[src/rtl/dmem_mmio.sv]
// Data memory plus a four-register I/O window for a single-cycle 16-bit CPU.
// Loads are combinational from pre-edge state; all stores commit on the rising edge.
module dmem_mmio #(
  parameter int unsigned ADDR_W  = 8,
  parameter logic [15:0] IO_BASE = 16'hFF00
) (
  input  logic        clk,
  input  logic        rst,
  input  logic        mw,
  input  logic [15:0] addr,
  input  logic [15:0] wd,
  output logic [15:0] rd,
  input  logic [15:0] io_in,
  output logic [15:0] io_out,
  output logic        io_valid,
  output logic        fault
);

  localparam int unsigned Depth = 2 ** ADDR_W;

  logic [15:0] mem_q [Depth];
  logic [15:0] io_out_q, io_out_d;
  logic [15:0] io_in_q;
  logic [15:0] cycle_q, cycle_d;
  logic        io_valid_q, io_valid_d;
  logic        fault_q, fault_d;

  logic        ram_hit, io_hit, unmapped;
  logic [15:0] io_off;
  logic        sel_out, sel_in, sel_cyc, sel_stat;

  // RAM decode wins if the window ever overlaps it; widened so ADDR_W=16 still works.
  assign ram_hit  = ({16'd0, addr} < (32'd1 << ADDR_W));
  assign io_off   = addr - IO_BASE;
  assign io_hit   = !ram_hit && (addr >= IO_BASE) && (io_off < 16'd4);
  assign sel_out  = io_hit && (io_off == 16'd0);
  assign sel_in   = io_hit && (io_off == 16'd1);
  assign sel_cyc  = io_hit && (io_off == 16'd2);
  assign sel_stat = io_hit && (io_off == 16'd3);
  assign unmapped = !ram_hit && !io_hit;

  always_comb begin
    rd = 16'h0000;
    if (ram_hit) begin
      rd = mem_q[addr[ADDR_W-1:0]];
    end else if (sel_out) begin
      rd = io_out_q;
    end else if (sel_in) begin
      rd = io_in_q;
    end else if (sel_cyc) begin
      rd = cycle_q;
    end else if (sel_stat) begin
      rd = {15'b0, fault_q};
    end
  end

  always_comb begin
    io_out_d   = io_out_q;
    io_valid_d = 1'b0;
    if (mw && sel_out) begin
      io_out_d   = wd;
      io_valid_d = 1'b1;
    end
    cycle_d = (mw && sel_cyc) ? 16'h0000 : cycle_q + 16'd1;
    fault_d = fault_q;
    if (mw && sel_stat) begin
      fault_d = 1'b0;
    end else if (mw && unmapped) begin
      fault_d = 1'b1;
    end
  end

  always_ff @(posedge clk) begin
    if (rst) begin
      io_out_q   <= 16'h0000;
      io_valid_q <= 1'b0;
      io_in_q    <= 16'h0000;
      cycle_q    <= 16'h0000;
      fault_q    <= 1'b0;
    end else begin
      io_out_q   <= io_out_d;
      io_valid_q <= io_valid_d;
      io_in_q    <= io_in;
      cycle_q    <= cycle_d;
      fault_q    <= fault_d;
    end
  end

  // RAM has no reset; a store during reset is dropped.
  always_ff @(posedge clk) begin
    if (!rst && mw && ram_hit) begin
      mem_q[addr[ADDR_W-1:0]] <= wd;
    end
  end

  assign io_out   = io_out_q;
  assign io_valid = io_valid_q;
  assign fault    = fault_q;

endmodule

[config.mk]
export PLATFORM = sky130hd
export DESIGN_NAME = dmem_mmio
export DESIGN_NICKNAME = d
export VERILOG_FILES = /design/src/rtl/dmem_mmio.sv
export SDC_FILE = /design/constraint.sdc
export NUM_CORES = 2
export LEC_CHECK = 0
export CAP_MARGIN = 0
export CORE_MARGIN = 4
export CORE_UTILIZATION = 29
export CTS_CLUSTER_DIAMETER = 60
export DETAILED_ROUTE_END_ITERATION = 10
export PLACE_DENSITY = 0.51
export SLEW_MARGIN = 10
export SYNTH_ARGS = -nofsm -noshare
export SYNTH_HDL_FRONTEND = slang
export SYNTH_SLANG_ARGS = --single-unit
export TNS_END_PERCENT = 30
[constraint.sdc]
create_clock -name clk -period 3.6 [get_ports clk]
set_clock_uncertainty 0.05 [all_clocks]
set_input_delay 0.36 -clock clk [delete_from_list [all_inputs] [get_ports clk]]
set_output_delay 0.36 -clock clk [all_outputs]
set_load 0.02 [all_outputs]
=== Word level (Yosys, flattened, before mapping) ===
Memories as Yosys holds them, arrays and structs flattened.
Cells that the tools add are included.

* Memories: 1
* Logic and storage cells: 41
* Output and inout port bits: 34
* Register bits after elaboration: 50
* RAM bits: 4096
* Bits of input ports: 51

{| class="wikitable"
|+ Memories
! name !! words !! width !! rd ports !! clocked after Yosys merged registers in !! write ports !! line !! source
|-
| mem_q || 256 || 16 || 1 || 0 || 1 || 21 || <nowiki>logic [15:0] mem_q [Depth];</nowiki>
|}

* Eq/ne operators: 3
* Add/subtract/negate cells: 2
* Reductions and logical operators: 19
* Multiplexer cells: 8
* Order comparisons: 3

{| class="wikitable"
|+ Operator list
! cell !! count
|-
| 2-to-1 mux 16 bit || 4
|-
| equality test 16 x 2 -> 1 bit, second input constant || 2
|-
| adder 16 x 1 -> 16 bit, second input constant || 1
|-
| equality test 16 x 1 -> 1 bit, second input constant || 1
|-
| >= comparator 16 bit, second input constant || 1
|-
| logical NOT 16 bit || 1
|-
| less-than comparator 16 x 3 -> 1 bit, second input constant || 1
|-
| less-than comparator 16 x 9 -> 1 bit, second input constant || 1
|-
| subtractor 16 bit, second input constant || 1
|-
| logical AND 1 bit || 13
|-
| 2-to-1 mux 1 bit || 4
|-
| OR reduction 2 bit || 2
|-
| logical NOT 1 bit || 3
|}

=== Longest topological paths before layout ===
* Word-level depth: 10
* Gate-level depth with buffers: 14
* Gate-level depth less buffers: 7

=== Least setup slack after synthesis ===
Ideal clock, no wire load.

* Path type: input -> register
* Start: in addr[10]
* End: mem mem_q[218][0] (enable)
* Cell stages on the path: 8
* Slack: -0.169 ns
* Required time: 3.141 ns
* Arrival: 3.310 ns
* Cells stage by stage: or4_1 -> or2_1 -> buf_4 -> nor2_1 -> buf_2 -> nand2_1 -> clkbuf_1 -> nor3_1

* Word-level cells in the longest chain between the ends: 4

{| class="wikitable"
|+ Ends and longest elaborated chain
! item !! line !! source
|-
| from (decl) || 10 || <nowiki>input logic [15:0] addr,</nowiki>
|-
| less-than comparator 16 x 9 -> 1 bit || 33 || <nowiki>assign ram_hit = ({16'd0, addr} < (32'd1 << ADDR_W));</nowiki>
|-
| logical AND 1 bit || 91 || <nowiki>if (!rst && mw && ram_hit) begin</nowiki>
|-
| 2-to-1 mux 1 bit || 91 ||
|-
| 2-to-1 mux 1 bit (not written as such) || 92 || <nowiki>mem_q[addr[ADDR_W-1:0]] <= wd;</nowiki>
|-
| to (decl) || 21 ||
|}

Every way passes these cells.

=== Worst setup path after layout ===
* Start: mem mem_q[155][8]
* End: out rd[8]

* Word-level cells in the longest chain between the ends: 2

{| class="wikitable"
|+ Ends and longest elaborated chain
! item !! line !! source
|-
| memory (256 x 16 bit) || - ||
|-
| 2-to-1 mux 16 bit || 44 || <nowiki>if (ram_hit) begin</nowiki>
|-
| to (decl) || 12 || <nowiki>output logic [15:0] rd,</nowiki>
|}

Every way passes these cells.

==> results.cfg <==
[floorplanning]
initial_core_util = 0.2912
io_pins = 85
die_w_um = 750.7
rows = 272
dieArea_um2 = 563600
core_um2 = 549300
die_h_um = 750.7

[clocking]
clk_path_buf_depth = 4
cts_tree = built
cts_sinks = 4146
ctsHtreeMaxLevel = 5
worstSkewPairLatency_ns = 1.02
cts_root_buf = clkbuf_16
post_cts_buffers = 0
clk_pin_slew_ns = 0.07
numCtsBuffers = 425

[route]
postRouteAntennaNets = 0
wl_per_cell_um = 33.69
dr_total_vias = 88380
drc = 0
via_per_inst = 5.294
finalWirelength_um = 562500
drtIter0Drc = 13252
firstDrtPassIters = 6

[sta]
drv_slew = 0
relSlewSlack = 0.1758
hold_viol_final = 0
worst_pin_slew_ns = 1.236
layout_setup_ws_ns = -0.8431
fmax_mhz = 225.1
rsz0062_at_grt = true
setup_violations = 16
period_share = 1.234
final_period_minus_worst_setup_slack_ns = 4.443

[yosys]
synth.largest_area_cell = edfxtp_1
ys.flop_type = edfxtp_1
synth_nets = 7464
yosysUniqueCellTypes = 86
ys_ff_latch = 4146
synth_area_um2 = 160000
yosysSeqAreaShare = 0.7752
netlist.area_leader.share = 0.7689
synth_cells = 7412
synth-async-reset-ratio = 0
synth_edf_count = 4096
yosysWarnings = 0
syn_avg_cell_area_um2 = 21.58
synthTopCellsByArea = edfxtp_1, mux4_2, mux2i_1, a22oi_1, nor2_1

[setup_path]
worstPathMaxFanout = 1
endpoint_kind = output port
cp-start-kind = flip-flop
cp.arrival_ns = 4.03
crit_type = flip-flop to output port
crit_required_ns = 3.19

[power_and_ir_drop]
combPwrFrac = 0.060
pwr-share-seq = 0.509
p_per_area_nw_per_um2 = 518.8
switching_power_mw = 23.30
worst_ir_drop_vdd_v = 0.0004208
p_leak_nw = 64.18
switching_share = 0.2235
clkPwrFrac = 0.431
p_int_mw = 80.94

[place]
gp_congestion = 0.9149
port-buffer-count = 84
dp_hpwl_um = 380300
dp.cells = 15866

[worst_hold_path]
hp-class = input port to flip-flop

[run]
drv_cap = 0

[global_route]
grt_max_degree = 122
grt_pass1_wl_um = 760800
antenna_found_initial = 40
grt_usage = 0.1950
grt-ovfl-total = 0
grt_pass1_vias = 87082

[final_layout]
syn_to_final_growth_pct = 25.61
mostFrequentLayoutCells = edfxtp_1, buf_4, mux4_2
drive_gt1_frac = 0.3820
multi_input_area_um2 = 35230
fin_nets = 9105
fillCellCount = 50242
regArea_um2 = 124000
final_common_cell = edfxtp_1
final_cells = 16694
fin_util = 0.3658

[status]
status = finished with violations
violations = setup timing
logic make-up after synthesis:
kind of cell               count (synthesis)  synth area share
AOI/OAI and AO/OA                        660           0.02883
buffers and inverters                    451           0.01584
and+or+nand+nor                          882           0.02562
xor gates and xnor gates                  13         0.0007118
DFF                                     4146            0.7752
adders and majority gates                  1        0.00007820
muxes                                   1259            0.1538
routing by layer:
| metal | part of all wire | GRT usage |
|---|---|---|
| met5 | 0.000060 | 0 |
| met3 | 0.090 | 0.03866 |
| met4 | 0.042 | 0.07199 |
| met2 | 0.46 | 0.3036 |
| met1 | 0.41 | 0.2711 |
cells in the mapped netlist (all sizes together) (9+ instances only):
master,n
o221ai,12
a2111oi,13
a32oi,11
nand3,98
or3,10
a221o,16
a221oi,23
nand4,48
clkbuf,131
nand2b,10
and2,13
a31oi,33
buf,310
nand2,253
nor4,16
mux2i,272
a22o,31
inv,9
and3,13
a21oi,141
dfxtp,50
mux2,32
nor3,37
o211ai,19
a211oi,19
edfxtp,4096
o22ai,52
mux4,955
nor2,308
nor2b,32
o21ai,56
a22oi,184
final timing paths:
kind,from,end,slack (ns),cells past startpoint
worst min-delay path,rst,fault,0.17,3
worst min register to register,cycle_q[0],cycle_q[0],0.44,1
worst max register to register,cycle_q[3],cycle_q[15],1.75,7
worst max-delay path,mem_q[155][8],rd[8],-0.84,11
flip-flops by register name (all words and copies together) (netlist names):
signal and count:
cycle_q 16, io_out 16, mem_q 4096, io_in_q 16, io_valid 1, fault 1
layout make-up:
class	count	share of cell area
inverters	9	0.0002304
multi-input cells	2815	0.1753
repair buffers	1656	0.09142
clock buffers	515	0.05482
flip-flops and latches	4146	0.6171
well taps	7261	0.04521
diodes	18	0.0002242
clock inverters	274	0.01566
power by group through the flow:
stage                     Combinational [mW]  Sequential, mW  Clock (mW)
final                                   6.28            53.0        44.9
after global routing                    6.46            53.0        47.7
after CTS                               6.26            53.0        45.7
after detailed placement                6.13            54.1           0
after global placement                  6.04            54.1           0
after floorplan                         2.34            54.1           0
critical path, stage by stage, from the launching register on:
cell and delay (ns):
edfxtp_1 0.35, mux4_2 0.52, a22oi_2 0.22, buf_4 0.18
a21oi_4 0.07, a21oi_4 0.24, o211ai_1 0.23, buf_4 0.21
o41ai_4 0.52, buf_4 0.24, nand3_4 0.07, buf_6 0.15
per-stage QoR:
| step | power, mW | TNS (ns) | setup slack, ns | cell area (um^2) | hold WS (ns) |
|---|---|---|---|---|---|
| 2_1_floorplan | 56.41 | -14.40 | -0.1688 | 160000 | 0.3774 |
| 3_3_place_gp | 60.09 | -835.66 | -2.376 | 185600 | 0.4114 |
| 3_5_place_dp | 60.18 | -736.51 | -1.484 | 185600 | 0.4215 |
| 4_1_cts | 105.0 | -11.18 | -0.9242 | 200700 | 0.07046 |
| 5_1_grt | 107.2 | -11.24 | -0.8660 | 200900 | 0.1517 |
| 6_report | 104.2 | -10.16 | -0.8431 | 200900 | 0.1713 |
timing repair:
item | 4_1_cts | 5_1_grt
setup endpoints to repair | 16 | 16
hold endpoints to repair | 1105 | 0
pin swaps | 46 | 18
resized for setup | 166 | 28
hold buffers | 32 | 0
(Power assumes the default switching activity.)
